$ cat config.mk
export PLATFORM = sky130hd
export DESIGN_NAME = locked_regbank_arbiter_flat
export DESIGN_NICKNAME = d
export VERILOG_FILES = /design/src/rtl/locked_regbank_arbiter_if.sv /design/src/rtl/locked_regbank_arbiter.sv /design/src/flat_wrapper.sv
export SDC_FILE = /design/constraint.sdc
export NUM_CORES = 1
export LEC_CHECK = 0
export CAP_MARGIN = 20
export CORE_ASPECT_RATIO = 0.7
export CORE_MARGIN = 2
export CORE_UTILIZATION = 50
export DETAILED_ROUTE_END_ITERATION = 6
export DONT_BUFFER_PORTS = 1
export PLACE_DENSITY = 0.74
export SLEW_MARGIN = 20
export SYNTH_ARGS = -nofsm -noshare
export SYNTH_HDL_FRONTEND = slang
export SYNTH_SLANG_ARGS = --single-unit
$ cat constraint.sdc
create_clock -name clk -period 5.41 [get_ports clk]
set_clock_uncertainty 0.1 [all_clocks]
set_input_delay 1.082 -clock clk [delete_from_list [all_inputs] [get_ports clk]]
set_output_delay 1.082 -clock clk [all_outputs]
set_load 0.02 [all_outputs]
$ cat src/rtl/locked_regbank_arbiter_if.sv
// Bus bundle between the two write requesters, the read port and the
// lockable register bank arbiter.
interface locked_regbank_arbiter_if #(
    parameter int NREGS = 4,
    parameter int AW    = 2,
    parameter int DW    = 16
);
    logic             host_req;
    logic [AW-1:0]    host_addr;
    logic [DW-1:0]    host_wdata;
    logic             host_lock;
    logic             host_ack;
    logic             host_err;

    logic             dbg_req;
    logic [AW-1:0]    dbg_addr;
    logic [DW-1:0]    dbg_wdata;
    logic             dbg_ack;
    logic             dbg_err;

    logic             trusted;
    logic             debug_mode;

    logic [AW-1:0]    rd_addr;
    logic [DW-1:0]    rd_data;
    logic [NREGS-1:0] lock_vec;
    logic [7:0]       deny_cnt;

    modport master (
        output host_req, host_addr, host_wdata, host_lock,
        output dbg_req, dbg_addr, dbg_wdata,
        output trusted, debug_mode, rd_addr,
        input  host_ack, host_err, dbg_ack, dbg_err,
        input  rd_data, lock_vec, deny_cnt
    );

    modport slave (
        input  host_req, host_addr, host_wdata, host_lock,
        input  dbg_req, dbg_addr, dbg_wdata,
        input  trusted, debug_mode, rd_addr,
        output host_ack, host_err, dbg_ack, dbg_err,
        output rd_data, lock_vec, deny_cnt
    );
endinterface

$ cat src/rtl/locked_regbank_arbiter.sv
// Round-robin write arbiter for a bank of sticky-lockable registers shared by
// a host port and a debug port, with a saturating denial counter.
module locked_regbank_arbiter #(
    parameter int NREGS = 4,
    parameter int AW    = 2,
    parameter int DW    = 16
) (
    input logic                      clk,
    input logic                      reset,
    locked_regbank_arbiter_if.slave  bus
);
    localparam logic [1:0] IDLE  = 2'd0;
    localparam logic [1:0] CHECK = 2'd1;
    localparam logic [1:0] RESP  = 2'd2;

    localparam logic [AW:0] NREGS_L = (AW+1)'(NREGS);

    logic [1:0]       state;
    logic             last_dbg;
    logic             grant_dbg;
    logic [AW-1:0]    lat_addr;
    logic [DW-1:0]    lat_wdata;
    logic             lat_lock;
    logic             permit;
    logic [NREGS-1:0] lock;
    logic [7:0]       deny;
    logic [DW-1:0]    regs [NREGS];

    logic pick_dbg;
    logic lat_in_range;
    logic rd_in_range;

    // Debug wins only when host is idle or host was served last.
    assign pick_dbg     = bus.dbg_req && (!bus.host_req || !last_dbg);
    assign lat_in_range = ({1'b0, lat_addr} < NREGS_L);
    assign rd_in_range  = ({1'b0, bus.rd_addr} < NREGS_L);

    always_ff @(posedge clk) begin
        if (reset) begin
            state     <= IDLE;
            last_dbg  <= 1'b1;
            grant_dbg <= 1'b0;
            lat_addr  <= '0;
            lat_wdata <= '0;
            lat_lock  <= 1'b0;
            permit    <= 1'b0;
            lock      <= '0;
            deny      <= '0;
            for (int i = 0; i < NREGS; i++) begin
                regs[i] <= '0;
            end
        end else begin
            case (state)
                IDLE: begin
                    if (bus.host_req || bus.dbg_req) begin
                        grant_dbg <= pick_dbg;
                        last_dbg  <= pick_dbg;
                        lat_addr  <= pick_dbg ? bus.dbg_addr  : bus.host_addr;
                        lat_wdata <= pick_dbg ? bus.dbg_wdata : bus.host_wdata;
                        lat_lock  <= !pick_dbg && bus.host_lock;
                        state     <= CHECK;
                    end
                end
                CHECK: begin
                    // Debug bypasses the lock but needs both authorisation inputs.
                    if (grant_dbg) begin
                        permit <= lat_in_range && bus.trusted && bus.debug_mode;
                    end else begin
                        permit <= lat_in_range && !lock[lat_addr];
                    end
                    state <= RESP;
                end
                RESP: begin
                    if (permit) begin
                        regs[lat_addr] <= lat_wdata;
                        if (lat_lock) begin
                            lock[lat_addr] <= 1'b1;
                        end
                    end else if (deny != 8'hFF) begin
                        deny <= deny + 8'd1;
                    end
                    state <= IDLE;
                end
                default: state <= IDLE;
            endcase
        end
    end

    always_ff @(posedge clk) begin
        if (reset) begin
            bus.rd_data <= '0;
        end else begin
            bus.rd_data <= rd_in_range ? regs[bus.rd_addr] : '0;
        end
    end

    assign bus.host_ack = (state == RESP) && !grant_dbg;
    assign bus.host_err = (state == RESP) && !grant_dbg && !permit;
    assign bus.dbg_ack  = (state == RESP) && grant_dbg;
    assign bus.dbg_err  = (state == RESP) && grant_dbg && !permit;
    assign bus.lock_vec = lock;
    assign bus.deny_cnt = deny;
endmodule

$ cat src/flat_wrapper.sv
// flat-port wrapper written by rule: the top's interface ports become plain ports
module locked_regbank_arbiter_flat 
#(
    parameter int NREGS = 4,
    parameter int AW    = 2,
    parameter int DW    = 16
)
  (clk, reset, bus_host_req, bus_host_addr, bus_host_wdata, bus_host_lock, bus_dbg_req, bus_dbg_addr, bus_dbg_wdata, bus_trusted, bus_debug_mode, bus_rd_addr, bus_host_ack, bus_host_err, bus_dbg_ack, bus_dbg_err, bus_rd_data, bus_lock_vec, bus_deny_cnt);
  locked_regbank_arbiter_if #(.NREGS(NREGS), .AW(AW), .DW(DW)) bus_i ();
  input logic clk;
  input logic reset;
  input wire logic [$bits(bus_i.host_req)-1:0] bus_host_req;
  input wire logic [$bits(bus_i.host_addr)-1:0] bus_host_addr;
  input wire logic [$bits(bus_i.host_wdata)-1:0] bus_host_wdata;
  input wire logic [$bits(bus_i.host_lock)-1:0] bus_host_lock;
  input wire logic [$bits(bus_i.dbg_req)-1:0] bus_dbg_req;
  input wire logic [$bits(bus_i.dbg_addr)-1:0] bus_dbg_addr;
  input wire logic [$bits(bus_i.dbg_wdata)-1:0] bus_dbg_wdata;
  input wire logic [$bits(bus_i.trusted)-1:0] bus_trusted;
  input wire logic [$bits(bus_i.debug_mode)-1:0] bus_debug_mode;
  input wire logic [$bits(bus_i.rd_addr)-1:0] bus_rd_addr;
  output wire logic [$bits(bus_i.host_ack)-1:0] bus_host_ack;
  output wire logic [$bits(bus_i.host_err)-1:0] bus_host_err;
  output wire logic [$bits(bus_i.dbg_ack)-1:0] bus_dbg_ack;
  output wire logic [$bits(bus_i.dbg_err)-1:0] bus_dbg_err;
  output wire logic [$bits(bus_i.rd_data)-1:0] bus_rd_data;
  output wire logic [$bits(bus_i.lock_vec)-1:0] bus_lock_vec;
  output wire logic [$bits(bus_i.deny_cnt)-1:0] bus_deny_cnt;
  assign bus_i.host_req = bus_host_req;
  assign bus_i.host_addr = bus_host_addr;
  assign bus_i.host_wdata = bus_host_wdata;
  assign bus_i.host_lock = bus_host_lock;
  assign bus_i.dbg_req = bus_dbg_req;
  assign bus_i.dbg_addr = bus_dbg_addr;
  assign bus_i.dbg_wdata = bus_dbg_wdata;
  assign bus_i.trusted = bus_trusted;
  assign bus_i.debug_mode = bus_debug_mode;
  assign bus_i.rd_addr = bus_rd_addr;
  assign bus_host_ack = bus_i.host_ack;
  assign bus_host_err = bus_i.host_err;
  assign bus_dbg_ack = bus_i.dbg_ack;
  assign bus_dbg_err = bus_i.dbg_err;
  assign bus_rd_data = bus_i.rd_data;
  assign bus_lock_vec = bus_i.lock_vec;
  assign bus_deny_cnt = bus_i.deny_cnt;
  locked_regbank_arbiter #(.NREGS(NREGS), .AW(AW), .DW(DW)) u_core (.clk(clk), .reset(reset), .bus(bus_i));
endmodule
==> results of run 1 <==
==> path summary, 6_finish.rpt <==
kind / startpoint / to / slack (ns) / depth (start not counted)
min: u_core.lat_lock / u_core.lat_lock / 0.41 / 2
min reg2reg: u_core.lat_lock / u_core.lat_lock / 0.41 / 2
max: u_core.state[0] / bus_host_err / 2.63 / 2
max reg2reg: u_core.lat_addr[0] / u_core.regs[3][12] / 3.19 / 2
==> cell type report <==
cell class                      instances  share of cell area (%)
Sequential cell                       116                    52.2
Multi-Input combinational cell        235                    32.1
Clock buffer                           18                    7.74
Clock inverter                         14                    4.10
Tap cell                              128                    2.82
Timing Repair Buffer                    5                   0.662
Inverter                                5                   0.331
==> cell usage in the layout (no fill, tap or decap), types with 2 or more instances in the layout <==
master and instances:
o41ai_2 2, edfxtp_1 64, a21oi_1 7, buf_4 5, mux4_2 17, bufinv_16 6, nor3_2 2, clkinv_2 2
clkbuf_16 17, dfxtp_1 52, o21ai_0 2, nor2b_1 3, mux2i_1 21, xor2_1 2, nand3_1 2, o31ai_1 2
inv_1 5, and2_1 82, nor2_1 39, o31ai_4 2, or4_1 2, clkinvlp_4 4, nand2_1 8, a211oi_1 19
nor3_1 4, nand2b_1 3, nand4_1 2
==> state kept, by name (all words and copies together) (netlist names), 2 cells and up <==
name and count:
u_core.state 2, u_core.bus.deny_cnt 8, u_core.bus.rd_data 16, u_core.regs 64
u_core.bus.lock_vec 4, u_core.lat_addr 2, u_core.lat_wdata 16
==> metrics by stage <==
stage	area [sq um]	utilization [%]	power, W	hold slack (ns)
floorplan	4840	-	0.00112	0.338
global placement	5000	52.2	0.00114	0.368
detailed placement	5000	52.2	0.00115	0.397
CTS	5670	59.2	0.00241	0.410
global route	5670	59.3	0.00247	0.450
finish	5670	59.3	0.00239	0.408
==> Yosys cell counts (3+ instances only) <==
cell type  instances
mux2i_1           21
and2_1            82
nand2_1            8
inv_1              5
mux4_2            17
a21oi_1            7
edfxtp_1          64
nor2b_1            3
nand2b_1           3
clkbuf_1          13
o31ai_1            4
nor2_1            39
dfxtp_1           52
nor3_1             6
a211oi_1          19
buf_2              8
==> metal layers <==
metal	part of all wire, %	GRT usage [%]
met4	0.49	6.90
met2	47	30.4
met3	7.0	7.11
met1	46	26.8
met5	0	0
==> worst reg2reg max path: stages, from the launching register on <==
cell,delay [ns]
dfxtp_1,0.63
inv_1,0.22
o31ai_4,0.88
==> power by group through the flow <==
stage / registers, W / clock network [W] / logic [W]
floorplan: 0.00102 / 0 / 0.000104
global placement: 0.00104 / 0 / 0.000109
detailed placement: 0.00104 / 0 / 0.000112
CTS: 0.00102 / 0.00128 / 0.000113
global route: 0.00103 / 0.00132 / 0.000125
finish: 0.00102 / 0.00126 / 0.000110
==> cell families after synthesis <==
kind of cell,count (synthesis),synth area share (%)
simple gates,154,17.7
flops,116,61.2
compound gates,40,5.84
mux,38,12.3
buf+inv,28,2.38
xor+xnor,2,0.362
fa+ha+maj,1,0.258
==> flow_metrics.py, run 1 <==
metrics = {
    "outcome": {
        "outcome": "complete, no violations",
    },
    "cts": {
        "cts_setup_buffers": 0,
        "ctsHtreeMaxLevel": 4,
        "clock_sinks": 116,
        "insertion_delay_ns": 0.40,
        "cts_max_path_buffers": 2,
        "tritoncts": "done",
        "ctsHoldBuffers": 0,
        "clkSlewWorstSetupHoldPaths_ns": 0.05,
        "ctsRootBufferMaster": "clkbuf_16",
        "post_cts_resized": 0,
        "cts_buffers": 17,
    },
    "critical_path": {
        "critPathBufInv": 0,
        "critPathTopFamily": "simple AND/OR/NAND/NOR gates",
        "crit_type": "reg2out",
        "cp-start-kind": "register",
        "worstSetupEndpointType": "output port",
        "cp_max_fo": 11,
        "cp_slowest_stage_delay_ns": 0.52,
        "cp.required_ns": 4.23,
        "crit_slowest_cell": "nor3_1",
        "worstPathArrival_ns": 1.59,
        "cp_cell_sequence": "nand2b_1 -> nor3_1",
    },
    "cells_and_area": {
        "insertedDiodeCount": 0,
        "area_growth_pct": 17.2,
        "stdcell_count": 521,
        "drive_above_1_share_pct": 16.0,
        "nets": 426,
        "nFillCells": 744,
        "regArea_sq_um": 2960,
        "multi_input_area_sq_um": 1820,
    },
    "routing": {
        "wl_per_cell_um": 17.7,
        "first_pass_iters": 4,
        "vias": 2858,
        "drtAntennaViolNets": 0,
        "drc": 0,
        "drtIter0Drc": 207,
        "via_per_inst": 5.49,
        "finalWirelength_mm": 9.23,
    },
    "place": {
        "dp_worst_setup_slack_ns": 2.86,
        "routabilityCongestion": 0.784,
        "dpl.cell_count": 489,
        "dp_hpwl_mm": 5.78,
        "port_buffers": 0,
    },
    "power": {
        "combPwrFrac_pct": 4.6,
        "cellLeakagePower_nw": 2.08,
        "total_switching_power_w": 0.000494,
        "power_density_nw_per_um2": 422,
        "p_int_w": 0.00190,
        "clockPowerShare_pct": 52.6,
        "swShare_pct": 20.7,
        "ir_drop_mv": 0.245,
        "p_seq_share_pct": 42.7,
    },
    "synthesis": {
        "syn_inst": 379,
        "yosys.area.top_type": "edfxtp_1",
        "seq_area_frac_synth_pct": 61.2,
        "async_reset_ff_share_pct": 0,
        "synth-main-ff-cell": "edfxtp_1",
        "syn_avg_cell_area_sq_um": 12.8,
        "syn_area_sq_um": 4840,
        "synth_top_area_share_pct": 39.7,
        "synth_enable_flop_cells": 64,
        "synth-seq-cells": 116,
        "yosys-top-cells-area": "edfxtp_1 (40%), dfxtp_1 (22%), and2_1 (11%)",
        "yosysWarnings": 0,
        "syn_nets": 425,
        "yosysUniqueCellTypes": 37,
    },
    "floorplanning": {
        "die_y_um": 86.3,
        "pin_count": 77,
        "core_region_area_sq_um": 9570,
        "die_area_sq_um": 10500,
        "fp.dieW_um": 122,
        "fp-row-count": 30,
        "start_util_pct": 50.6,
    },
    "timing": {
        "period_share_pct": 51.3,
        "setup_viol": 0,
        "rsz0062_at_grt": "no",
        "fmaxAchievable_mhz": 360,
        "postLayoutSetupSlackWorst_ns": 2.63,
        "finalHoldViolations": 0,
        "fin_setup_tns_ns": 0,
        "tightestPinTransition_ns": 0.969,
        "fin_crit_ns": 2.78,
        "slew_headroom_pct": 35.4,
        "slew_viol_final": 0,
    },
    "global_route": {
        "grt_overflow": 0,
        "grt_pass1_vias": 2931,
        "grt_max_degree": 43,
        "grt_util_all_layers_pct": 20.0,
        "antenna_found_initial": 0,
        "grt_first_pass_wirelength_mm": 15.3,
    },
    "worst_hold_path": {
        "hold_path_class": "reg2reg",
    },
    "run": {
        "cap_violations": 0,
    },
}
Power figures use the tool's default switching activity.
==> run 2: changes to the inputs <==
- PLACE_DENSITY: 0.74 -> 0.77
- clock period: 5.41 -> 2.3 ns (I/O delays scaled with it)
==> run 2 against run 1 <==
Against the previous run: design area rose by 0.60%; combinational power rose by 140%; critical path depth did not move; sequential power rose by 140%; first-iteration DRC count fell by 8.7%; via count rose by 0.56%; register-to-register slack got worse by 2.7 ns; utilization rose by 0.35 points; die area did not move; non-clock buffer count rose by 7; power rose by 140%; wire length did not move.
==> flow_metrics.py, run 2 (synthesis results as in run 1) <==
metrics = {
    "critical_path": {
        "crit_type": "reg2out",
        "worstPathArrival_ns": 1.62,
        "critPathTopFamily": "simple AND/OR/NAND/NOR gates",
        "critPathBufInv": 0,
        "cp_cell_sequence": "nor3b_1 -> and2_1",
        "r2r_start": "u_core.lat_addr[0]",
        "cp.required_ns": 1.74,
        "crit_slowest_cell": "nor3b_1",
        "worstSetupEndpointType": "output port",
        "cp-start-kind": "register",
        "critPathLaunch": "u_core.state[0]",
        "cp_slowest_stage_delay_ns": 0.48,
        "cp_max_fo": 11,
    },
    "cells_and_area": {
        "final_util_pct": 59.6,
        "largest_register_ffs": 64,
        "insertedDiodeCount": 0,
        "layout_commonest_cell": "and2_1",
        "regMostFlops": "u_core.regs",
        "nets": 433,
        "stdcell_area_sq_um": 5710,
        "final_cell_mix": "and2_1 (82), edfxtp_1 (64), dfxtp_1 (52)",
        "drive_above_1_share_pct": 16.3,
        "reg_top3": "u_core.regs (64), u_core.bus.rd_data (16), u_core.lat_wdata (16)",
        "area_growth_pct": 17.9,
    },
    "floorplanning": {
        "core_region_area_sq_um": 9570,
        "fp-row-count": 30,
        "die_y_um": 86.3,
        "fp.dieW_um": 122,
        "start_util_pct": 50.6,
        "pin_count": 77,
        "die_area_sq_um": 10500,
    },
    "power": {
        "cellLeakagePower_nw": 2.14,
        "ir_drop_mv": 0.740,
        "power_density_nw_per_um2": 996,
    },
    "global_route": {
        "grt_pass1_vias": 2923,
        "grt_first_pass_wirelength_mm": 15.0,
        "grt_util_all_layers_pct": 19.6,
        "grt_max_degree": 43,
        "grt_overflow": 0,
        "antenna_found_initial": 0,
    },
    "cts": {
        "tritoncts": "done",
        "cts_max_path_buffers": 2,
        "cts_setup_buffers": 0,
        "cts_buffers": 17,
        "clock_sinks": 116,
        "ctsRootBufferMaster": "clkbuf_16",
        "ctsHtreeMaxLevel": 4,
        "clkSlewWorstSetupHoldPaths_ns": 0.05,
        "post_cts_resized": 0,
        "insertion_delay_ns": 0.41,
        "ctsHoldBuffers": 0,
    },
    "timing": {
        "finalHoldViolations": 0,
        "tightestPinTransition_ns": 0.498,
        "whs_ns": 0.0183,
        "slew_headroom_pct": 66.8,
        "fmaxAchievable_mhz": 458,
        "rsz0062_at_grt": "no",
        "period_share_pct": 94.8,
        "setup_viol": 0,
        "slew_viol_final": 0,
        "fin_crit_ns": 2.18,
    },
    "place": {
        "routabilityCongestion": 0.810,
        "dp_hpwl_mm": 6.05,
        "port_buffers": 0,
        "placed_area_sq_um": 5020,
    },
    "outcome": {
        "outcome": "complete, no violations",
    },
    "routing": {
        "finalWirelength_mm": 9.23,
        "first_pass_iters": 4,
        "vias": 2874,
        "drc": 0,
        "drtAntennaViolNets": 0,
        "wl_per_cell_um": 17.5,
        "via_per_inst": 5.44,
        "drtIter0Drc": 189,
    },
    "worst_hold_path": {
        "hp-start": "reset",
        "hold_path_class": "in2reg",
    },
    "run": {
        "cap_violations": 0,
    },
}
[run 2: cell count changes in the layout (fill, tap and decap cells not counted), sizes merged]
| cell | change |
|---|---|
| buf | +7 |
| clkinvlp | -4 |
| clkbuf | +3 |
| clkinv | +1 |
[run 2: per-layer routing]
layer | part of all wire [%] | GRT usage (%)
met1 | 47 | 26.1
met2 | 44 | 29.5
met3 | 8.0 | 7.43
met4 | 1.5 | 7.31
met5 | 0 | 0
[run 2: per-stage QoR]
step	worst slack, ns	setup TNS (ns)	power (W)	cells
after floorplan	-0.592	-24.55	0.00264	379
after global placement	0.589	0	0.00270	496
after detailed placement	0.504	0	0.00271	496
after CTS	0.139	0	0.00571	528
after global routing	0.0443	0	0.00585	528
final	0.119	0	0.00568	528
[run 2: final cells by class]
class	instances	area (sq um)
clock inverter	11	201
inverter	5	18.8
fill	760	3870
multi-input combinational	235	1790
tap	128	160
clock buffer	21	480
timing repair buffer	12	90.1
sequential	116	2960
[run 2: power by group]
part	internal, W	switching (W)	leakage, nW
Combinational	0.000127	0.000137	0.712
Sequential	0.00229	0.000113	1.09
Clock	0.00213	0.000883	0.336
[run 2: worst paths after layout]
path | endpoint | slack (ns) | cells after the start
setup / recovery | bus_dbg_err | 0.12 | 2
setup reg to reg | u_core.regs[1][10] | 0.50 | 3
hold reg to reg | u_core.last_dbg | 0.40 | 2
hold / removal | u_core.bus.lock_vec[1] | 0.02 | 1
